### src/rtl/mem_data_arbiter.sv
// Two-master round-robin arbiter with bounded lock for the unified memory data port.
// Optional statistics counters are enabled by defining ARB_STATS_EN.
module mem_data_arbiter #(
  parameter int unsigned ADDR_WIDTH = 32,
  parameter int unsigned DATA_WIDTH = 32,
  parameter int unsigned LOCK_MAX   = 4
`ifdef ARB_STATS_EN
  ,
  parameter int unsigned STAT_WIDTH = 16
`endif
) (
  input  logic                  clk,
  input  logic                  rst,
  input  logic                  m0_req,
  input  logic                  m0_lock,
  input  logic                  m0_we,
  input  logic [ADDR_WIDTH-1:0] m0_addr,
  input  logic [DATA_WIDTH-1:0] m0_wdata,
  input  logic [3:0]            m0_be,
  input  logic [2:0]            m0_load_type,
  output logic                  m0_gnt,
  output logic                  m0_rvalid,
  output logic [DATA_WIDTH-1:0] m0_rdata,
  input  logic                  m1_req,
  input  logic                  m1_lock,
  input  logic                  m1_we,
  input  logic [ADDR_WIDTH-1:0] m1_addr,
  input  logic [DATA_WIDTH-1:0] m1_wdata,
  input  logic [3:0]            m1_be,
  input  logic [2:0]            m1_load_type,
  output logic                  m1_gnt,
  output logic                  m1_rvalid,
  output logic [DATA_WIDTH-1:0] m1_rdata,
  output logic [ADDR_WIDTH-1:0] mem_addr,
  output logic [DATA_WIDTH-1:0] mem_wdata,
  output logic [3:0]            mem_be,
  output logic [2:0]            mem_load_type,
  output logic                  mem_we,
  output logic                  mem_re,
  input  logic [DATA_WIDTH-1:0] mem_rdata
`ifdef ARB_STATS_EN
  ,
  output logic [STAT_WIDTH-1:0] stat_gnt0,
  output logic [STAT_WIDTH-1:0] stat_gnt1,
  output logic [STAT_WIDTH-1:0] stat_conflict
`endif
);

  localparam int unsigned CNT_W = $clog2(LOCK_MAX + 1);

  typedef enum logic [1:0] {
    S_IDLE = 2'd0,
    S_OWN0 = 2'd1,
    S_OWN1 = 2'd2
  } state_e;

  state_e           state_q, state_d;
  logic             rr_q, rr_d;
  logic [CNT_W-1:0] cnt_q, cnt_d;
  logic             rvalid0_q, rvalid1_q;
  logic             cnt_full;

  assign cnt_full = (cnt_q == CNT_W'(LOCK_MAX));

  // State register
  always_ff @(posedge clk) begin
    if (!rst) begin
      state_q   <= S_IDLE;
      rr_q      <= 1'b0;
      cnt_q     <= '0;
      rvalid0_q <= 1'b0;
      rvalid1_q <= 1'b0;
    end else begin
      state_q   <= state_d;
      rr_q      <= rr_d;
      cnt_q     <= cnt_d;
      rvalid0_q <= m0_gnt & ~m0_we;
      rvalid1_q <= m1_gnt & ~m1_we;
    end
  end

  // Grant decision; an exhausted lock yields to a waiting peer
  always_comb begin
    m0_gnt = 1'b0;
    m1_gnt = 1'b0;
    if (rst) begin
      unique case (state_q)
        S_IDLE: begin
          if (m0_req && m1_req) begin
            m0_gnt = ~rr_q;
            m1_gnt = rr_q;
          end else begin
            m0_gnt = m0_req;
            m1_gnt = m1_req;
          end
        end
        S_OWN0: begin
          if (m1_req && cnt_full) m1_gnt = 1'b1;
          else                    m0_gnt = m0_req;
        end
        S_OWN1: begin
          if (m0_req && cnt_full) m0_gnt = 1'b1;
          else                    m1_gnt = m1_req;
        end
        default: ;
      endcase
    end
  end

  // Next-state, round-robin pointer and lock counter
  always_comb begin
    state_d = state_q;
    rr_d    = rr_q;
    cnt_d   = cnt_q;
    unique case (state_q)
      S_IDLE: begin
        if (m0_req && m1_req) rr_d = ~rr_q;
        if (m0_gnt && m0_lock) begin
          state_d = S_OWN0;
          cnt_d   = CNT_W'(1);
        end else if (m1_gnt && m1_lock) begin
          state_d = S_OWN1;
          cnt_d   = CNT_W'(1);
        end
      end
      S_OWN0: begin
        if (m1_gnt) begin
          rr_d    = 1'b0;
          state_d = m1_lock ? S_OWN1 : S_IDLE;
          cnt_d   = m1_lock ? CNT_W'(1) : '0;
        end else if (m0_gnt && m0_lock) begin
          if (!cnt_full) cnt_d = cnt_q + CNT_W'(1);
        end else begin
          state_d = S_IDLE;
          cnt_d   = '0;
        end
      end
      S_OWN1: begin
        if (m0_gnt) begin
          rr_d    = 1'b1;
          state_d = m0_lock ? S_OWN0 : S_IDLE;
          cnt_d   = m0_lock ? CNT_W'(1) : '0;
        end else if (m1_gnt && m1_lock) begin
          if (!cnt_full) cnt_d = cnt_q + CNT_W'(1);
        end else begin
          state_d = S_IDLE;
          cnt_d   = '0;
        end
      end
      default: begin
        state_d = S_IDLE;
        cnt_d   = '0;
      end
    endcase
  end

  // Memory port mux; idle cycles present all-zero request fields
  always_comb begin
    mem_addr      = '0;
    mem_wdata     = '0;
    mem_be        = '0;
    mem_load_type = '0;
    mem_we        = 1'b0;
    mem_re        = 1'b0;
    if (m0_gnt) begin
      mem_addr      = m0_addr;
      mem_wdata     = m0_wdata;
      mem_be        = m0_be;
      mem_load_type = m0_load_type;
      mem_we        = m0_we;
      mem_re        = ~m0_we;
    end else if (m1_gnt) begin
      mem_addr      = m1_addr;
      mem_wdata     = m1_wdata;
      mem_be        = m1_be;
      mem_load_type = m1_load_type;
      mem_we        = m1_we;
      mem_re        = ~m1_we;
    end
  end

  // Read returns are suppressed while reset is asserted
  assign m0_rvalid = rvalid0_q & rst;
  assign m1_rvalid = rvalid1_q & rst;
  assign m0_rdata  = m0_rvalid ? mem_rdata : '0;
  assign m1_rdata  = m1_rvalid ? mem_rdata : '0;

`ifdef ARB_STATS_EN
  logic [STAT_WIDTH-1:0] st_g0_q, st_g1_q, st_cf_q;
  logic                  waiting;

  assign waiting = (m0_req & ~m0_gnt) | (m1_req & ~m1_gnt);

  // Saturating grant and contention counters
  always_ff @(posedge clk) begin
    if (!rst) begin
      st_g0_q <= '0;
      st_g1_q <= '0;
      st_cf_q <= '0;
    end else begin
      if (m0_gnt && (st_g0_q != '1))  st_g0_q <= st_g0_q + STAT_WIDTH'(1);
      if (m1_gnt && (st_g1_q != '1))  st_g1_q <= st_g1_q + STAT_WIDTH'(1);
      if (waiting && (st_cf_q != '1)) st_cf_q <= st_cf_q + STAT_WIDTH'(1);
    end
  end

  assign stat_gnt0     = st_g0_q;
  assign stat_gnt1     = st_g1_q;
  assign stat_conflict = st_cf_q;
`endif

endmodule

### config.mk
export PLATFORM = sky130hd
export DESIGN_NAME = mem_data_arbiter
export DESIGN_NICKNAME = d
export VERILOG_FILES = /design/src/rtl/mem_data_arbiter.sv
export SDC_FILE = /design/constraint.sdc
export NUM_CORES = 1
export LEC_CHECK = 0
export CORE_AREA = 8 8 120 122
export CTS_BUF_LIST = sky130_fd_sc_hd__clkbuf_8
export CTS_CLUSTER_DIAMETER = 80
export DETAILED_ROUTE_END_ITERATION = 6
export DIE_AREA = 0 0 128 130
export PLACE_DENSITY = 0.6
export SYNTH_ARGS = -nofsm -noshare
export SYNTH_HDL_FRONTEND = slang
export SYNTH_SLANG_ARGS = --single-unit
### constraint.sdc
create_clock -name clk -period 2.7 [get_ports clk]
set_input_delay 0.405 -clock clk [delete_from_list [all_inputs] [get_ports clk]]
set_output_delay 0.405 -clock clk [all_outputs]
set_load 0.03 [all_outputs]
### Word-level counts from Yosys, hierarchy flattened

Index checks and enable logic that the tools add are counted.

* register bits after elaboration: 8
* bits of input ports: 182
* output and inout port bits: 141
* word-level logic and storage cells: 78

* $add $sub $neg: 1
* equal/unequal tests: 9
* muxes and demuxes: 47
* bitwise operators: 7
* reduce and logical (&&, ||, !) cells: 9

Operators by type and width (number)
* two-way mux 32 bit: 6
* two-way mux 3 bit: 9
* two-way mux 1 bit: 18
* two-way mux 2 bit: 7
* inequality test 3 bit, second input constant: 3
* case mux 1 bit (3 select lines): 3
* case mux 3 bit (3 select lines): 1
* two-way mux 4 bit: 2
* inequality test 2 bit, second input constant: 3
* case mux 2 bit (3 select lines): 1
* logical AND 1 bit: 5
* AND 1 bit: 4
* AND reduction 4 bit: 1
* adder 3 x 1 -> 3 bit, second input constant: 1
* == test 3 bit, second input constant: 1
* inverter 1 bit: 3
* AND reduction 3 bit: 1
* nonzero test 3 bit: 1
* == test 2 x 1 -> 1 bit, second input constant: 1
* == test 2 bit, second input constant: 1
* zero test 2 bit: 1

### Depth between registers and ports, before layout

Gate-level depths: netlist (run 1).

* depth in word-level cells: 9
* depth in mapped cells: 9
* mapped depth without buffers: 9

### Worst setup path after synthesis (run 1)

No wires, ideal clock.

* path type: flip-flop to output port
* start point: reg state_q[0]
* end point: out mem_addr[22]
* arrival time: 2.016 ns
* required time: 2.295 ns
* setup slack: 0.279 ns
* stages on the path, launching flop included: 7
* path through: dfxtp_1 > ha_1 > and2b_1 > nand2_1 > nor2_1 > clkbuf_1 > a22o_1

* elaborated cells on any way between the ends: 9

RTL lines
* start: declaration: line 57 `state_e state_q, state_d;`
* start signal: assignment: line 74 `state_q <= state_d;`
* == test 2 bit (tied with other cells): line 87 `unique case (state_q)`
* case mux 1 bit (3 select lines) *: line 87
* two-way mux 1 bit *: line 86 `if (rst) begin`
* via m0_gnt: line 21 `output logic m0_gnt,`
* two-way mux 32 bit *: line 165 `if (m0_gnt) begin`
* end: declaration: line 34 `output logic [ADDR_WIDTH-1:0] mem_addr,`

Mark *: on every way through the listed nets, which the timed path passes. The rest lies on a longest branch.

### Worst setup path after layout (run 1)

* start point: reg state_q[1]
* end point: out mem_addr[31]

* cells in the longest elaborated chain, start to end: 5
* elaborated cells on any way between the ends: 9

RTL lines
* == test 2 bit (tied with other cells): line 87
* case mux 1 bit (3 select lines): line 87
* two-way mux 1 bit: line 86
* two-way mux 32 bit: line 172 `end else if (m1_gnt) begin`
* two-way mux 32 bit *: line 165

Mark *: on every way between the ends. The rest lies on a longest branch, timed or not.

==> results of run 1 <==
-- state kept, by name, indices dropped and copies added (netlist names) --
| signal | cells |
|---|---|
| state_q | 2 |
| cnt_q | 3 |
| rvalid0_q | 1 |
| rvalid1_q | 1 |
| rr_q | 1 |
-- report_power, final --
group	internal (W)	switching (W)	leakage, nW
sequential	0.000133	0.0000188	0.0671
clock	0.0000969	0.0000510	0.0216
combinational	0.000711	0.000659	2.57
-- cells by family (layout without fill, tap and decap cells) --
group,after synthesis,after routing,synth area share (%)
compound gates,93,93,44.3
simple gates,98,98,33.2
flops,8,8,8.85
fa+ha+maj,7,7,4.84
buf+inv,36,354,8.37
xor+xnor,1,1,0.484
-- cell type report --
type / instances / area, µm²
timing repair buffer: 344 / 3440
inverter: 7 / 26.3
multi-input combinational: 199 / 1650
fill: 1254 / 6880
clock buffer: 3 / 41.3
sequential: 8 / 169
tap: 172 / 215
-- worst register-to-register path: cells and delay by family (launching register included) --
kind	cells	cell delay [ps]
buf+inv	2	270
flops	1	350
compound gates	5	900
fa+ha+maj	1	200
simple gates	1	430
-- worst max-delay path by stage --
stage	end	startpoint	slack [ps]
after detailed placement	mem_addr[31]	m1_req	-10
after global placement	mem_addr[31]	m1_req	-4
final	mem_addr[31]	state_q[1]	60
after global routing	mem_addr[31]	state_q[1]	3
after floorplan	mem_addr[22]	state_q[0]	280
after CTS	mem_wdata[11]	state_q[1]	5
-- per-stage QoR --
step / hold slack, ps / util [%] / cell area [µm²] / setup WS [ps] / power (W)
CTS: 482 / 42.3 / 5250 / 4.63 / 0.00158
finish: 506 / 44.6 / 5530 / 64.7 / 0.00167
global placement: 503 / 41.7 / 5180 / -4.15 / 0.00141
detailed placement: 504 / 41.7 / 5180 / -11.2 / 0.00142
global route: 521 / 44.6 / 5530 / 2.90 / 0.00175
floorplan: 474 / - / 1810 / 279 / 0.000731
-- layer usage --
| metal | global-route usage (%) | up-vias | share of wire, % |
|---|---|---|---|
| met2 | 33.5 | 183 | 56 |
| met3 | 6.49 | 10 | 9.8 |
| li1 | - | 1604 | - |
| met5 | 0 | - | 0 |
| met4 | 2.52 | 0 | 0.97 |
| met1 | 15.0 | 1529 | 33 |
-- synthesized netlist by cell type (2+ instances only) --
library cell  number  area (µm²)
nand3_1            2        10.0
a22o_1            72         631
nor2_1             4        15.0
dfxtp_1            8         160
a31oi_1            2        12.5
inv_1              6        22.5
nand2b_1           2        12.5
clkbuf_1          16        60.1
o21ai_0            2        10.0
nand2_1            7        26.3
a21oi_1            4        20.0
ha_1               7        87.6
buf_2             13        65.1
and2_1             2        12.5
nor3_1             2        10.0
and3_1            67         419
o21ai_1            2        10.0
or3_1              2        12.5
-- repair_timing --
item / CTS / global route
pin swaps: 0 / 6
gates resized for setup: 4 / 27
setup endpoints to repair: 14 / 73
cloned: 0 / 5
buffers inserted: 0 / 2
==> results_dict.tcl, run 1 <==
set metrics [dict create \
    synthDistinctLibCells 41 \
    synth_nets 432 \
    yosysSeqAreaShare_pct 8.85 \
    ant_nets 0 \
    hp-start "state_q[1]" \
    synth-edff-count 0 \
    ys_warn_count 0 \
    coreArea_um2 12400 \
    crit_slowest_cell "dfxtp_4" \
    p_leak_nw 2.66 \
    dieArea_um2 16600 \
    ctsHoldBuffers 0 \
    min_period_over_period_pct 97.6 \
    cts_tree "built" \
    antenna_found_initial 0 \
    final_max_slew_viol_count 0 \
    io_buffers 322 \
    p_per_area_nw_per_um2 302 \
    grt_pass1_vias 3380 \
    initial_core_util_pct 14.6 \
    cts_num_sinks 8 \
    cap_violations 0 \
    startpoint_type "register" \
    arrival_ps 2230 \
    firstDrtPassIters 6 \
    grt_pass1_wl_mm 20.9 \
    grt_max_degree 74 \
    antenna_cells 0 \
    critical_path_buf_inv_count 5 \
    drive_gt1_share_pct 34.9 \
    root_buffer "clkbuf_8" \
    place_congestion 0.889 \
    netlist_area_um2 1810 \
    layout_common_cells "clkdlybuf4s50_1, buf_4, and3_1, a22o_1, buf_12" \
    worstHoldEndpoint "state_q[1]" \
    setup_viol 0 \
    ir_drop_uv 162 \
    fin_tns_setup_ps 0 \
    final_hold_viol_count 0 \
    synth-main-ff-cell "dfxtp_1" \
    critPathMostFrequentCell "buf_12" \
    cts-htree-levels 1 \
    dp_cells 723 \
    status "finished clean" \
    drc_errors 0 \
    cp.depth 10 \
    dr_total_vias 3326 \
    final_cells 733 \
    end_kind "output pin" \
    layout_commonest_cell "clkdlybuf4s50_1" \
    clk-insertion-delay-late_ps 230 \
    max_stage_delay_ps 360 \
    crit_family "buffers and inverters" \
    rsz0062_at_grt "no" \
    grt_overflow 0 \
    rows 41 \
    wl_per_cell_um 21.8 \
    nNetsFinal 752 \
    chipWidth_um 128 \
    cts_made_buffers 3 \
    holdPathStages 2 \
    wl_mm 16.0 \
    relSlewSlack_pct 40.9 \
    avgSynthCellArea_um2 7.45 \
    drtIter0Drc 127 \
    die_h_um 130 \
    finClkSkew_ps 1.54 \
    vias_per_cell 4.54 \
    grt_usage_pct 16.4 \
    worst_pin_slew_ps 885 \
    ys_ff_latch 8 \
    crit_required_ps 2300 \
    critPathKind "register to output pin" \
    regToRegSetupSlack_ps 430 \
    path_cells "inv_1 > ha_2 > buf_4 > a221o_1 > nand3_2 > nor2_4 > buf_12 > clkbuf_16 > a22o_4 > buf_12" \
    timing.rr.end "state_q[1]" \
    hpwl_mm 13.2 \
    async_reset_ff_share_pct 0 \
    clk_path_buf_depth 2 \
    hold_class "register to register" \
    period_minus_slack_ps 2640 \
    r2r_cells 9 \
    clkTransAtPathRegs_ps 40 \
    io_pins 323 \
    worst_r2r_startpoint "state_q[1]" \
    max_clock_freq_mhz 379 \
    syn_inst 243 \
    crit_fanout 11 \
    area_growth_pct 206 \
]
Note: power is estimated with default switching activity, not from simulation.
==> run 2: changes to the inputs <==
Settings changed: CELL_PAD_IN_SITES_DETAIL_PLACEMENT from default to 1, CELL_PAD_IN_SITES_GLOBAL_PLACEMENT from default to 1, CORE_AREA 8 8 120 122 to default, CORE_MARGIN from default to 8, CORE_UTILIZATION from default to 12, DIE_AREA 0 0 128 130 to default, PLACE_DENSITY 0.6 to 0.83.
==> results_dict.tcl, run 2 (synthesis gave the netlist of run 1 again) <==
set metrics [dict create \
    status "finished clean" \
    clk-insertion-delay-late_ps 230 \
    holdPathStages 2 \
    swShare_pct 43.1 \
    setup_viol 0 \
    final_max_slew_viol_count 0 \
    finalWorstSetupSlack_ps 64.1 \
    clkPwrFrac_pct 7.8 \
    worst_pin_slew_ps 913 \
    vias_per_cell 4.61 \
    startpoint_type "register" \
    crit_required_ps 2300 \
    nFillCells 1695 \
    drtIter0Drc 99 \
    place_congestion 0.917 \
    cts_tree "built" \
    chipWidth_um 139 \
    p_per_area_nw_per_um2 309 \
    fin_util_pct 40.1 \
    worst_r2r_startpoint "state_q[0]" \
    hpwl_mm 16.3 \
    drive_gt1_share_pct 37.9 \
    p_switching_w 0.000798 \
    die_h_um 139 \
    wl_per_cell_um 24.2 \
    regToRegSetupSlack_ps 370 \
    nNetsFinal 764 \
    dieArea_um2 19300 \
    r2r_cells 10 \
    worstHoldEndpoint "state_q[1]" \
    io_pins 323 \
    firstDrtPassIters 4 \
    timing.rr.end "state_q[1]" \
    coreArea_um2 15000 \
    finClkSkew_ps 6.06 \
    root_buffer "clkbuf_8" \
    clkTransAtPathRegs_ps 40 \
    min_period_over_period_pct 97.6 \
    dr_total_vias 3507 \
    ctsHoldBuffers 0 \
    crit_fanout 8 \
    relSlewSlack_pct 39.0 \
    dp_cells 750 \
    final_hold_viol_count 0 \
    seq_power_share_pct 8.5 \
    hold_class "register to register" \
    layout_common_cells "clkdlybuf4s50_1, buf_4, and3_1, a22o_1, buf_12" \
    layout_commonest_cell "clkdlybuf4s50_1" \
    largest_reg_flops 3 \
    period_minus_slack_ps 2640 \
    cts-htree-levels 1 \
    max_clock_freq_mhz 379 \
    p_comb_share_pct 83.7 \
    cts_num_sinks 8 \
    clk_path_buf_depth 2 \
    p_total_w 0.00185 \
    antenna_cells 0 \
    end_kind "output pin" \
    final_cells 761 \
    area_growth_pct 232 \
    antenna_found_initial 0 \
    wl_mm 18.4 \
    rows 45 \
    io_buffers 322 \
    grt_pass1_vias 3971 \
    cap_violations 0 \
    hp-start "state_q[1]" \
    regMostFlops "cnt_q" \
    grt_overflow 0 \
    whs_ps 519 \
    grt_usage_pct 17.4 \
    p_int_w 0.00105 \
    arrival_ps 2230 \
    grt_max_degree 74 \
    largest_registers "cnt_q x3, state_q x2" \
    critPathKind "register to output pin" \
    pre_cts_slack_ps -56.3 \
    initial_core_util_pct 12.1 \
    cts_made_buffers 3 \
    p_leak_nw 2.82 \
    drc_errors 0 \
    ir_drop_uv 146 \
    ant_nets 0 \
    grt_pass1_wl_mm 26.0 \
]
==> run 2: changes by cell type in the layout (fill, tap and decap cells not counted), sizes merged <==
| cell | delta |
|---|---|
| clkdlybuf4s50 | -1 |
| buf | +13 |
| dlygate4sd2 | +1 |
| clkbuf | -1 |
==> run 2: critical path: stages (launching register included) <==
cell and delay, ps:
dfxtp_4 390, inv_4 50, ha_4 170, and3_4 180, a221o_1 290, nand3_2 110
nor2_4 80, clkbuf_16 170, clkbuf_16 180, a22o_4 240, buf_12 130
==> run 2: stage by stage <==
step                      setup TNS (ps)  cell area (µm²)
final                                  0             6000
after global routing               -56.6             6000
after CTS                          -13.8             5720
after detailed placement            -861             5570
after global placement             -14.6             5570
after floorplan                        0             1810
==> run 2: worst max path at each step <==
| stage | start | to | slack, ps | depth (start not counted) |
|---|---|---|---|---|
| 3_5_place_dp | m1_req | mem_wdata[3] | -60 | 9 |
| 2_1_floorplan | state_q[0] | mem_addr[22] | 280 | 6 |
| 3_3_place_gp | m1_req | mem_wdata[3] | -10 | 9 |
| 4_1_cts | state_q[0] | mem_wdata[21] | -4 | 10 |
| 5_1_grt | state_q[1] | mem_wdata[26] | -10 | 10 |
| 6_report | state_q[1] | mem_wdata[16] | 60 | 10 |
==> run 2: layout make-up <==
class / instances / area [µm²] / area share [%]
Clock buffer: 3 / 41.3 / 0.688
Inverter: 7 / 31.3 / 0.521
Multi-Input combinational cell: 199 / 1720 / 28.6
Sequential cell: 8 / 170 / 2.84
Tap cell: 188 / 235 / 3.92
Timing Repair Buffer: 356 / 3800 / 63.4
==> run 2: timing repair <==
action / 4_1_cts / 5_1_grt
gates resized for setup: 16 / 38
pin swaps: 3 / 9
buffers inserted: 3 / 2
gates cloned: 0 / 3
setup endpoints to repair: 72 / 73
==> run 2: power by group through the flow <==
stage | sequential (W) | combinational, W | clock (W)
3_3_place_gp | 0.000152 | 0.00141 | 0
5_1_grt | 0.000160 | 0.00161 | 0.000159
4_1_cts | 0.000154 | 0.00147 | 0.000151
3_5_place_dp | 0.000153 | 0.00144 | 0
6_report | 0.000157 | 0.00155 | 0.000145
2_1_floorplan | 0.000144 | 0.000587 | 0
==> run 2: metal layers <==
metal  routed length [µm]  vias up  part of all wire, %  global-route usage [%]
met5                    0        -                    0                       0
met3                 1460       34                  7.9                    5.71
met1                 6070     1657                   33                    16.0
met4                  903        0                  4.9                    8.20
li1                     -     1620                    -                       -
met2                 9990      196                   54                    33.9
==> run 3: changes to the inputs <==
Settings changed: ABC_CLOCK_PERIOD_IN_PS from default to 2700.
==> results of run 3 <==
Final layout, timing and power as in run 2 (identical DEF).
